<file path="src/rtl/ifetch_queue.sv">
// Instruction fetch front end: a fetch PC plus a 2-entry {pc, inst} queue with redirect and sticky fault.
// Optional macro IFETCH_BOUND_CHECK_EN faults any enqueue attempt beyond the last MEM_BYTES word.
module ifetch_queue #(
  parameter logic [31:0] RESET_PC  = 32'h0000_0000,
  parameter int unsigned MEM_BYTES = 1024
) (
  input  logic        clk,
  input  logic        rst,
  output logic [31:0] inst_addr,
  input  logic [31:0] inst,
  input  logic        redirect,
  input  logic [31:0] redirect_pc,
  input  logic        deq,
  output logic        out_valid,
  output logic [31:0] out_inst,
  output logic [31:0] out_pc,
  output logic        fault
);

  localparam int unsigned XW = 32;

  typedef struct packed {
    logic [XW-1:0] pc;
    logic [XW-1:0] inst;
  } entry_t;

  if (MEM_BYTES < 32'd4) begin : g_mem_check
    $error("ifetch_queue: MEM_BYTES must hold at least one word");
  end

  logic [XW-1:0] pc_q, pc_d;
  entry_t        e0_q, e0_d, e1_q, e1_d;
  logic          v0_q, v0_d, v1_q, v1_d;
  logic          fault_q, fault_d;
  logic          acc_deq, attempt, enq, over;

`ifdef IFETCH_BOUND_CHECK_EN
  localparam logic [XW-1:0] LAST_ADDR = XW'(MEM_BYTES - 32'd4);
`endif

  // Next-state: redirect wins over deq/enqueue; a fault freezes everything until reset.
  always_comb begin
    pc_d    = pc_q;
    e0_d    = e0_q;
    e1_d    = e1_q;
    v0_d    = v0_q;
    v1_d    = v1_q;
    fault_d = fault_q;
    acc_deq = deq & v0_q;
    attempt = ~v1_q | acc_deq;
    over    = 1'b0;
    enq     = 1'b0;
`ifdef IFETCH_BOUND_CHECK_EN
    over = pc_q > LAST_ADDR;
`endif
    if (!fault_q) begin
      if (redirect) begin
        v0_d    = 1'b0;
        v1_d    = 1'b0;
        pc_d    = redirect_pc;
        fault_d = |redirect_pc[1:0];
      end else begin
        if (acc_deq) begin
          e0_d = e1_q;
          v0_d = v1_q;
          v1_d = 1'b0;
        end
        if (attempt && over) begin
          fault_d = 1'b1;
          v0_d    = 1'b0;
          v1_d    = 1'b0;
        end
        enq = attempt & ~over;
        if (enq) begin
          if (!v0_d) begin
            e0_d = '{pc: pc_q, inst: inst};
            v0_d = 1'b1;
          end else begin
            e1_d = '{pc: pc_q, inst: inst};
            v1_d = 1'b1;
          end
          pc_d = pc_q + XW'(4);
        end
      end
    end
  end

  always_ff @(posedge clk) begin
    if (rst) begin
      pc_q    <= RESET_PC;
      e0_q    <= '0;
      e1_q    <= '0;
      v0_q    <= 1'b0;
      v1_q    <= 1'b0;
      fault_q <= 1'b0;
    end else begin
      pc_q    <= pc_d;
      e0_q    <= e0_d;
      e1_q    <= e1_d;
      v0_q    <= v0_d;
      v1_q    <= v1_d;
      fault_q <= fault_d;
    end
  end

  assign inst_addr = pc_q;
  assign out_valid = v0_q;
  assign out_pc    = e0_q.pc;
  assign out_inst  = e0_q.inst;
  assign fault     = fault_q;

endmodule

</file>
<file path="config.mk">
export PLATFORM = sky130hd
export DESIGN_NAME = ifetch_queue
export DESIGN_NICKNAME = d
export VERILOG_FILES = /design/src/rtl/ifetch_queue.sv
export SDC_FILE = /design/constraint.sdc
export NUM_CORES = 1
export LEC_CHECK = 0
export CAP_MARGIN = 20
export CELL_PAD_IN_SITES_DETAIL_PLACEMENT = 1
export CELL_PAD_IN_SITES_GLOBAL_PLACEMENT = 1
export CORE_ASPECT_RATIO = 0.6
export CORE_MARGIN = 4
export CORE_UTILIZATION = 26
export DETAILED_ROUTE_END_ITERATION = 8
export GPL_TIMING_DRIVEN = 0
export HOLD_SLACK_MARGIN = 0.06
export PLACE_DENSITY_LB_ADDON = 0.1
export SLEW_MARGIN = 0
export SYNTH_ARGS = -nofsm -noshare
export SYNTH_HDL_FRONTEND = slang
export SYNTH_SLANG_ARGS = --single-unit
</file>
<file path="constraint.sdc">
create_clock -name clk -period 4.61 [get_ports clk]
set_input_delay 0.6915 -clock clk [delete_from_list [all_inputs] [get_ports clk]]
set_output_delay 0.6915 -clock clk [all_outputs]
set_load 0.05 [all_outputs]
</file>
# [Word level (Yosys, flattened, before mapping)]
# Cells that the tools add are included.
[op_classes] magnitude_cmp=0 mux=16 n_eq_ne=0 n_mul=0 n_addsub=1 n_div=0 shifts=0 bitwise=5 n_reduce_logical=5
[ops] op="64-bit two-way mux" count=3
[ops] op="32-bit two-way mux" count=2
[ops] op="32-bit by 3-bit adder with 32-bit output, second input constant" count=1
[ops] op="1-bit two-way mux" count=11
[ops] op="2-bit AND reduction" count=2
[ops] op="4-bit AND reduction" count=1
[ops] op="1-bit NOT" count=3
[ops] op="2-bit nonzero test" count=1
[ops] op="2-bit OR reduction" count=1
[ops] op="1-bit bitwise AND" count=1
[ops] op="1-bit bitwise OR" count=1
[word_totals] rom_bits=0 word_cells=35 reg_bits=163 mem_bits_rw=0 latchBits=0 out_inout_bits=98 mem_count=0 inputBits=68

# [Longest topological paths before layout]
[depth] word_depth=7 ltp_mapped=8 ltp_nobuf=6

# [Worst setup path before layout]
# Ideal clock, no wire load.
[synth_path] path_kind="reg-to-reg" startpoint="reg pc_q[5], in the netlist inst_addr[5]" endpoint="reg pc_q[27], in the netlist inst_addr[27]" n_path_buf=1 path_stages_with_launch=7 period_less_slack_ps=2033 setup_slack_ps=2577 t_required_ps=4547 setup_time_ps=63 arrival_ps=1970 path_cell_list="dfxtp_1 clkbuf_2 nand3_4 nor4_4 nand4_1 or3_1 nand3_1"
[synth_between] elab_chain_len=3
[synth_lines] element="start, declared" line="31" rtl="logic [XW-1:0] pc_q, pc_d;"
[synth_lines] element="start signal, assigned" line="97" rtl="pc_q <= pc_d;"
[synth_lines] element="32-bit by 3-bit adder with 32-bit output" line="82" rtl="pc_d = pc_q + XW'(4);"
[synth_lines] element="32-bit two-way mux" line="74" rtl="if (enq) begin"
[synth_lines] element="32-bit two-way mux" line="57" rtl="if (redirect) begin"
# Every way passes these cells. The select of a mux whose other input is x is not followed.
# A chain may end at the register's enable or synchronous reset.

# [Worst setup path after layout]
[layout_path] startpoint="in rst" endpoint="reg e0_q (netlist bit out_inst[9])"
[layout_lines] element="start, declared" line="8" rtl="input logic rst,"
[layout_lines] element="end signal, assigned" line="91" rtl="e0_q <= '0;"
[layout_lines] element="end signal, assigned" line="98" rtl="e0_q <= e0_d;"
[layout_lines] element="end, declared" line="32" rtl="entry_t e0_q, e0_d, e1_q, e1_d;"
# No word-level cell between the ends.

==> results.cfg <==
[critical_path]
cp_common_cell = clkbuf_1
reg2reg_to = inst_addr[28]
cp_top_family = buffers and inverters
crit_end = out_inst[9]
timing.critical_path.slowest_cell_delay_ns = 0.71
crit_cells = 5
critPathRequiredTime_ns = 4.91
crit_path_start = rst
cp_slowest_cell = clkdlybuf4s50_1
worst-path-buf-inv = 4
crit_path_start_kind = input pin
critical_path_class = in2reg
timing.reg2reg.setup_slack_ns = 2.30
arrival_ns = 3.07
r2r_start = out_valid
ff2ff_path_depth = 6
crit_path_cell_trace = clkdlybuf4s50_1, clkbuf_8, clkbuf_1, clkbuf_1, nor2_1
path_max_fanout = 10
crit_path_end_kind = register

[route]
via_per_inst = 5.09
num_vias = 7724
dr.pass1.iters = 4
drc = 0
wl_per_cell_um = 20.9
initialDrtViolationCount = 456
wirelength_um = 31700
antenna_left = 0

[pwr]
pwr-share-seq = 0.415
p_int_mw = 2.52
p_leak_nw = 3.39
power_frac_clock = 0.397
p_comb_frac = 0.188
switching_share = 0.321
p_per_area_nw_per_um2 = 369
p_switching_mw = 1.19
finalPower_mw = 3.72
ir_drop_v = 0.000221

[clock_tree]
cts-resized-gates = 0
insertion_delay_ns = 0.45
cts_tree = yes
cts_setup_buffers = 0
root_buffer = clkbuf_16
cts_buffers = 17
clkTransAtPathRegs_ns = 0.07
cts.path.max_buffers = 2
hold_buffers = 0
cts_max_level = 4
cts.sinks = 163

[floorplanning]
start_util = 0.266
die_height_um = 139
row_count = 47
die_x_um = 226
die_area_um2 = 31300
io_pins = 166
core_area_um2 = 27800

[worst_hold_path]
min_from = e1_q[53]
min_path_cells = 2
worstHoldPathType = reg2reg

[placed_design]
port-buffer-count = 163
gp_congestion = 0.790
post-place-cells = 1486
dp_hpwl_um = 23100

[synthesis]
synthCells = 956
syn_area_per_cell_um2 = 7.73
synth_seq_area_share = 0.441
synth.largest_area_cell = dfxtp_1
syn_nets = 1025
yosys-top-cells-area = dfxtp_1 (44%), nand2_1 (13%), a21oi_1 (9.3%), o21ai_0 (5.0%), a22oi_1 (4.8%)
synthesis.area_um2 = 7390
async_flop_share = 0
synth_warnings = 0
synth-edff-count = 0
synth-main-ff-cell = dfxtp_1
netlist.area_leader.share = 0.441
yosysUniqueCellTypes = 60
synth_seq_cells = 163

[finish]
final_cell_mix = nand2_1 (247), dfxtp_1 (163), clkdlybuf4s50_1 (163)
nets = 1207
final.fill_count = 3342
final_cells = 1518
post-route-util = 0.363
final_common_cell = nand2_1
area_growth_pct = 36.3
n_antenna_cell = 0
layout-drive-gt1-share = 0.0738

[sta]
slew_headroom = 0.387
final.setup_skew_ns = 0.00954
worst-slew-pin-transition_ns = 0.920
min_period_over_period = 0.600
hold_viol = 0
fin_tns_setup_ns = 0
setup_viol = 0
slew_viol_final = 0
rsz0062_at_grt = false
layout_min_cycle_time_ns = 2.77
fmax_mhz = 361

[outcome]
status = complete, no violations

[job]
maxCapViolCount = 0

[global_route]
grt_first_pass_wirelength_um = 48700
grt_pass1_vias = 7913
antenna_found_initial = 1
gr-total-overflow = 0
gr-usage-all-layers = 0.202
grt_max_degree = 17
-- how the worst min path moves through the flow --
stage / to / slack, ns
after CTS: e1_q[53] / 0.46
after floorplan: e1_q[0] / 0.44
after global routing: e1_q[9] / 0.47
final: e1_q[53] / 0.46
after detailed placement: e1_q[53] / 0.45
after global placement: e1_q[10] / 0.44
-- logic make-up after synthesis --
logic type	share of synthesized area
flip-flops	0.441
AND/OR/NAND/NOR	0.243
buffers and inverters	0.0655
XOR/XNOR	0.00474
adder cells (fa/ha/maj)	0.00169
multiplexers	0.00406
AO/OA/AOI/OAI	0.240
-- per-stage QoR --
step | hold slack (ns) | cell area (µm²) | setup slack (ns)
global route | 0.473 | 10100 | 1.77
global placement | 0.443 | 9480 | 1.35
finish | 0.457 | 10100 | 1.84
CTS | 0.458 | 10100 | 1.87
floorplan | 0.436 | 7390 | 2.58
detailed placement | 0.448 | 9480 | 1.40
-- state kept, by name, summed over array words and instances (netlist names) --
register	cells
e1_q	64
inst_addr	32
out_inst	32
out_pc	32
fault	1
out_valid	1
v1_q	1
-- area by class of cell --
cell class / count / area, µm² / share of cell area
Clock inverter: 14 / 151 / 0.0150
Tap cell: 367 / 459 / 0.0456
Clock buffer: 18 / 439 / 0.0436
Multi-Input combinational cell: 701 / 3640 / 0.362
Timing Repair Buffer: 163 / 1630 / 0.162
Buffer: 85 / 458 / 0.0455
Sequential cell: 163 / 3260 / 0.324
Inverter: 7 / 26.3 / 0.00261
-- worst min-delay path, delay by kind of cell, from the launching register on --
family           cells  cell delay (ns)
flip-flops           1             0.31
AND/OR/NAND/NOR      1             0.05
AO/OA/AOI/OAI        1             0.05
-- routing by layer --
metal | GRT usage | routed length, µm | vias to the layer above
li1 | - | - | 3715
met2 | 0.294 | 13300 | 162
met4 | 0.0448 | 299 | 2
met3 | 0.0461 | 1640 | 23
met5 | 0 | 13 | -
met1 | 0.304 | 16400 | 3822
-- power by group through the flow --
stage	Clock, mW	Sequential (mW)	Combinational (mW)
floorplan	0	1.73	0.235
global placement	0	1.57	0.697
detailed placement	0	1.57	0.702
CTS	1.52	1.54	0.706
global route	1.57	1.55	0.747
finish	1.48	1.54	0.698
-- cell usage after synthesis, types with 4 or more instances --
cell type / n
a21oi_1: 137
a22oi_1: 47
clkbuf_1: 44
clkbuf_8: 8
nor3_1: 5
or3_1: 7
dfxtp_1: 163
buf_2: 23
nor2_1: 34
nor4_1: 4
a22o_1: 6
o21ai_0: 74
inv_1: 7
nand4_1: 15
a31oi_1: 9
nand2_1: 247
nand3_1: 45
and3_1: 6
Note: power is estimated with default switching activity, not from simulation.
